### src/rtl/cclimb_dl_sequencer.sv
// ROM download sequencer for the crazy_climber core: re-times the hps_io byte stream onto the
// core's dn_* port, validates the load and owns the core reset.
module cclimb_dl_sequencer #(
  parameter logic [15:0] PROG_END = 16'h6000,
  parameter logic [15:0] GFX_END  = 16'h9000,
  parameter logic [15:0] TOTAL    = 16'hA000,
  parameter int unsigned SETTLE   = 1024
) (
  input  logic        clk_sys,
  input  logic        reset_n,
  input  logic        ioctl_download,
  input  logic        ioctl_wr,
  input  logic [24:0] ioctl_addr,
  input  logic [7:0]  ioctl_dout,
  input  logic        slot_en,
  input  logic        user_reset,
  output logic [15:0] dn_addr,
  output logic [7:0]  dn_data,
  output logic        dn_wr,
  output logic [2:0]  region_sel,
  output logic        core_reset,
  output logic        dl_done,
  output logic        dl_error,
  output logic [15:0] byte_count
);

  localparam int unsigned CntW = (SETTLE > 1) ? $clog2(SETTLE) : 1;
  localparam logic [CntW-1:0] CntLast = CntW'(SETTLE - 1);

  typedef enum logic [2:0] {StBoot, StLoad, StCheck, StSettle, StRun} state_e;

  state_e          state_q;
  logic            core_reset_q;
  logic            dl_done_q;
  logic            dl_error_q;
  logic [15:0]     byte_count_q;
  logic [CntW-1:0] settle_cnt_q;
  logic            pend_q;
  logic [15:0]     pend_addr_q;
  logic [7:0]      pend_data_q;
  logic [2:0]      pend_region_q;

  logic       drain;
  logic       addr_ok;
  logic       wr_load;
  logic       accept;
  logic [2:0] region_dec;

  always_comb begin
    drain   = pend_q & slot_en;
    addr_ok = (ioctl_addr[24:16] == 9'd0) && (ioctl_addr[15:0] < TOTAL);
    wr_load = (state_q == StLoad) && ioctl_wr;
    // A new byte may reload the holding register in the same cycle it drains.
    accept  = wr_load && addr_ok && (!pend_q || drain);
    if (ioctl_addr[15:0] < PROG_END) begin
      region_dec = 3'b001;
    end else if (ioctl_addr[15:0] < GFX_END) begin
      region_dec = 3'b010;
    end else begin
      region_dec = 3'b100;
    end
  end

  always_comb begin
    dn_wr      = drain;
    dn_addr    = pend_addr_q;
    dn_data    = pend_data_q;
    region_sel = drain ? pend_region_q : 3'b000;
    core_reset = core_reset_q;
    dl_done    = dl_done_q;
    dl_error   = dl_error_q;
    byte_count = byte_count_q;
  end

  always_ff @(posedge clk_sys or negedge reset_n) begin
    if (!reset_n) begin
      state_q       <= StBoot;
      core_reset_q  <= 1'b1;
      dl_done_q     <= 1'b0;
      dl_error_q    <= 1'b0;
      byte_count_q  <= 16'd0;
      settle_cnt_q  <= '0;
      pend_q        <= 1'b0;
      pend_addr_q   <= 16'd0;
      pend_data_q   <= 8'd0;
      pend_region_q <= 3'b000;
    end else begin
      if (accept) begin
        pend_q        <= 1'b1;
        pend_addr_q   <= ioctl_addr[15:0];
        pend_data_q   <= ioctl_dout;
        pend_region_q <= region_dec;
        if (byte_count_q != 16'hFFFF) begin
          byte_count_q <= byte_count_q + 16'd1;
        end
      end else if (drain) begin
        pend_q <= 1'b0;
      end
      // Overrun or out-of-range byte: dropped, uncounted, flagged.
      if (wr_load && !accept) begin
        dl_error_q <= 1'b1;
      end

      unique case (state_q)
        StBoot: begin
          if (ioctl_download) begin
            state_q      <= StLoad;
            byte_count_q <= 16'd0;
            dl_error_q   <= 1'b0;
            pend_q       <= 1'b0;
          end
        end
        StLoad: begin
          if (!ioctl_download) begin
            state_q <= StCheck;
          end
        end
        StCheck: begin
          if (!pend_q) begin
            if ((byte_count_q == TOTAL) && !dl_error_q) begin
              state_q      <= StSettle;
              settle_cnt_q <= '0;
            end else begin
              state_q    <= StBoot;
              dl_error_q <= 1'b1;
            end
          end
        end
        StSettle: begin
          if (user_reset) begin
            settle_cnt_q <= '0;
          end else if (settle_cnt_q == CntLast) begin
            state_q      <= StRun;
            core_reset_q <= 1'b0;
            dl_done_q    <= 1'b1;
          end else begin
            settle_cnt_q <= settle_cnt_q + 1'b1;
          end
        end
        StRun: begin
          if (ioctl_download) begin
            state_q      <= StLoad;
            core_reset_q <= 1'b1;
            dl_done_q    <= 1'b0;
            byte_count_q <= 16'd0;
            dl_error_q   <= 1'b0;
            pend_q       <= 1'b0;
          end else if (user_reset) begin
            state_q      <= StSettle;
            settle_cnt_q <= '0;
            core_reset_q <= 1'b1;
            dl_done_q    <= 1'b0;
          end
        end
        default: begin
          state_q      <= StBoot;
          core_reset_q <= 1'b1;
          dl_done_q    <= 1'b0;
        end
      endcase
    end
  end

endmodule

### config.mk
export PLATFORM = sky130hd
export DESIGN_NAME = cclimb_dl_sequencer
export DESIGN_NICKNAME = d
export VERILOG_FILES = /design/src/rtl/cclimb_dl_sequencer.sv
export SDC_FILE = /design/constraint.sdc
export NUM_CORES = 1
export LEC_CHECK = 0
export CORE_MARGIN = 2
export CORE_UTILIZATION = 45
export CTS_BUF_LIST = sky130_fd_sc_hd__clkbuf_16
export CTS_CLUSTER_SIZE = 30
export DETAILED_ROUTE_END_ITERATION = 7
export GPL_TIMING_DRIVEN = 0
export PLACE_DENSITY_LB_ADDON = 0.15
export REMOVE_ABC_BUFFERS = 1
export SLEW_MARGIN = 30
export SYNTH_ARGS = -nofsm -noshare
export SYNTH_HDL_FRONTEND = slang
export SYNTH_SLANG_ARGS = --single-unit
### constraint.sdc
create_clock -name clk_sys -period 2.6 [get_ports clk_sys]
set_clock_uncertainty 0.2 [all_clocks]
set_input_delay 0.78 -clock clk_sys [delete_from_list [all_inputs] [get_ports clk_sys]]
set_output_delay 0.78 -clock clk_sys [all_outputs]
set_load 0.01 [all_outputs]
==> out/summary.txt <==
status -> completed
Total Routing Usage GR -> 20.5%
Fmax achieved -> 396 MHz
WL/cell -> 15.7 um
vias per cell -> 5.73
vias -> 2708
antenna violations before repair -> 0
part of the power in registers -> 40.4%
Mapped Area -> 3090 um^2
crit path DAT -> 2.55 ns
fin cells -> 473
CTS tree -> yes
Req. time, crit path -> 2.62 ns
post-synthesis adder-cell area fraction -> 1.22%
Lkg Pwr -> 1.94 nW
Core Footprint -> 6720 um^2
dominant cell type by area after synthesis -> dfrtp_1
synth warn -> 0
residual DRC count -> 0
Crit Path Class -> in -> reg
pre-CTS WS -> -0.782 ns
row cnt -> 30
hold_buf cts -> 0
CTS clk-pin slew, worst paths -> 0.05 ns
Syn-to-layout area delta -> 43.7%
XOR/XNOR share of the synthesized area -> 0.567%
router iterations before antenna repair -> 4
largest net degree at the start of global routing -> 46
ys flop type -> dfrtp_1
Nets -> 430
Bufs on Longest Clock Path -> 2
IO Port Bufs -> 85
Worst Tran Pin Value -> 0.883 ns
slew margin rel. -> 40.6%
GPL Wtd Cong -> 0.785
post-synthesis simple-gate area fraction -> 21.3%
largest family of logic cells by synthesized area -> simple AND/OR/NAND/NOR gates
combinational share of power -> 17.4%
crit-path most repeated cell -> nor4_4
worst-path maximum fanout -> 7
Post-Syn Instances -> 297
final wirelength -> 7430 um
peak supply drop -> 0.455 mV
library cells used by synthesis -> 51
post-synthesis mux area share -> 10.5%
# clock sinks -> 60
clock power share -> 42.2%
Congestion Overflow GR -> 0
fraction of registers with async set/reset -> 100%
register area share after synthesis -> 48.7%
Die Footprint -> 7540 um^2
clock period minus worst slack -> 2.53 ns
Root Driver -> clkbuf_16
share of the synthesized area in the top cell type -> 47.8%
switching part of the total power -> 27.0%
Psw -> 0.719 mW
H-tree level count -> 3
register area -> 1500 um^2
FF+latch count, synth -> 60
vias in the first global route -> 2547
Int Pwr -> 1.95 mW
latest clock arrival within the worst-skew pair -> 0.32 ns
Post-synth EDFFs -> 0
DRT iter0 DRCs -> 146
share of layout cells above drive strength 1 -> 18.1%
setup ws final -> 0.0740 ns
Detail Route Antenna Nets -> 0
fin crit share -> 97.2%
n_diodes -> 0
chip height -> 86.8 um
io pins -> 86
type of origin of the critical path -> input port
pwr dens -> 601 nW/um^2
Max-Cap Viols -> 0
Slew Viols, Final -> 0
Setup crit end kind -> register
TritonCTS buffer count -> 9
Setup Viol. Count Final -> 0
Min-Delay Path Class -> in -> async
Starting Density -> 45.9%
Worst path slowest cell -> clkdlybuf4s50_1
# fillers -> 524
# placed instances -> 449
worst-path cell chain -> clkdlybuf4s50_1 -> nor4_4 -> nand4_4 -> buf_6 -> nor4_4 -> buf_4 -> a31oi_1 -> a211oi_1
Compound-Gate Fraction of Synth Area -> 14.5%
largest cells by area after synthesis -> dfrtp_1 (48%), mux2_2 (9.9%), a21oi_1 (3.6%), nor2_1 (2.9%), nand2_1 (2.3%)
DP HPWL -> 5060 um
footprint of the multi-input gates -> 1540 um^2
Critical Path Max Stage Delay -> 0.44 ns
die width -> 86.8 um
first-pass GRT wire length -> 12000 um
Synth Area per Inst -> 10.4 um^2
setup TNS -> 0 ns
Final Hold Violating Endpoints -> 0
synth cell count leaders -> dfrtp_1 (59), mux2_2 (27), nor2_1 (24), a21oi_1 (22), nand2_1 (19)
most frequent cell after synthesis -> dfrtp_1
Hold WS -> 0.116 ns
-- cell families (layout without fill, tap and decap cells) --
kind of cell,after synthesis,count (layout)
AND/OR/NAND/NOR,109,109
AO/OA/AOI/OAI,69,69
flip-flops,60,60
multiplexers,29,29
buffers and inverters,25,121
adder cells (fa/ha/maj),3,3
XOR/XNOR,2,2
-- power groups by stage --
stage	clock, mW	sequential [mW]	combinational (mW)
global route	1.19	1.09	0.513
global placement	0	1.08	0.435
finish	1.13	1.08	0.463
detailed placement	0	1.09	0.448
CTS	1.15	1.07	0.457
floorplan	0	1.08	0.251
-- routing by layer --
layer  GRT usage, %  up-vias  wire (um)
met2           30.3       81       3370
met5              0        -          0
li1               -     1293          -
met3           6.76       11        516
met1           27.2     1323       3420
met4           9.23        0        131
-- what timing repair did --
item	in CTS	in global routing
endpoints found under the hold margin	0	0
buffers inserted	8	0
gates cloned	0	0
pin swaps	4	4
endpoints found under the setup margin	44	23
gates resized for setup	10	6
-- worst max-delay path: cells and delay by family --
family | cells | cell delay (ns)
buffers and inverters | 3 | 0.82
AOI/OAI and AO/OA | 2 | 0.33
and+or+nand+nor | 3 | 0.61
-- registers in the layout, summed over array words and instances, names as in the netlist --
name	count
byte_count	16
pend_region_q	3
dn_data	8
core_reset	1
pend_q	1
dl_error	1
settle_cnt_q	10
state_q	3
dl_done	1
dn_addr	16
-- worst paths after layout --
path,from,endpoint,slack (ns),cells past startpoint
setup / recovery,ioctl_addr[21],byte_count[15],0.07,8
hold / removal,reset_n,settle_cnt_q[5],0.12,1
setup reg to reg,byte_count[8],byte_count[6],0.33,5
hold reg to reg,pend_region_q[0],pend_region_q[0],0.30,1
max in group asynchronous,reset_n,core_reset,1.54,2
min in group clk_sys,pend_region_q[0],pend_region_q[0],0.30,1
-- through the flow --
stage | power, mW | utilization (%) | cell area, um^2
after floorplan | 1.33 | - | 3020
after global placement | 1.52 | 59.1 | 3970
after detailed placement | 1.54 | 60.1 | 4040
after CTS | 2.68 | 65.5 | 4400
after global routing | 2.80 | 66.0 | 4440
final | 2.67 | 66.0 | 4440
-- final cells by class --
class / count / share of cell area, %
Sequential cell: 60 / 33.9
Tap cell: 80 / 2.26
Multi-Input combinational cell: 212 / 34.8
Clock inverter: 7 / 1.21
Timing Repair Buffer: 96 / 22.0
Clock buffer: 9 / 5.08
Inverter: 9 / 0.762
-- layout by cell type, fill, tap and decap left out, types with 2 or more instances in the layout --
cell and instances:
a31oi_1 9, or3b_2 2, a21oi_1 22, and3_1 7, clkdlybuf4s50_1 78, clkinv_1 2
a211oi_1 3, xnor2_1 2, a31o_2 3, nand2b_1 2, dfrtp_1 59, mux2i_1 2
nand2_1 19, clkbuf_16 9, nand4_1 9, buf_6 2, nor3_2 2, a21o_1 2
mux2_2 27, inv_1 12, nor4_4 4, dlygate4sd2_1 4, nor4_1 4, nor3_1 6
o31ai_1 3, nor2_1 24, a211o_1 2, nand3_1 8, and4_1 3, buf_4 7
nand3b_1 3, o21ai_0 12, ha_1 3, a41o_1 4, and2_1 5
No activity file was read; power rests on OpenSTA's default activity.
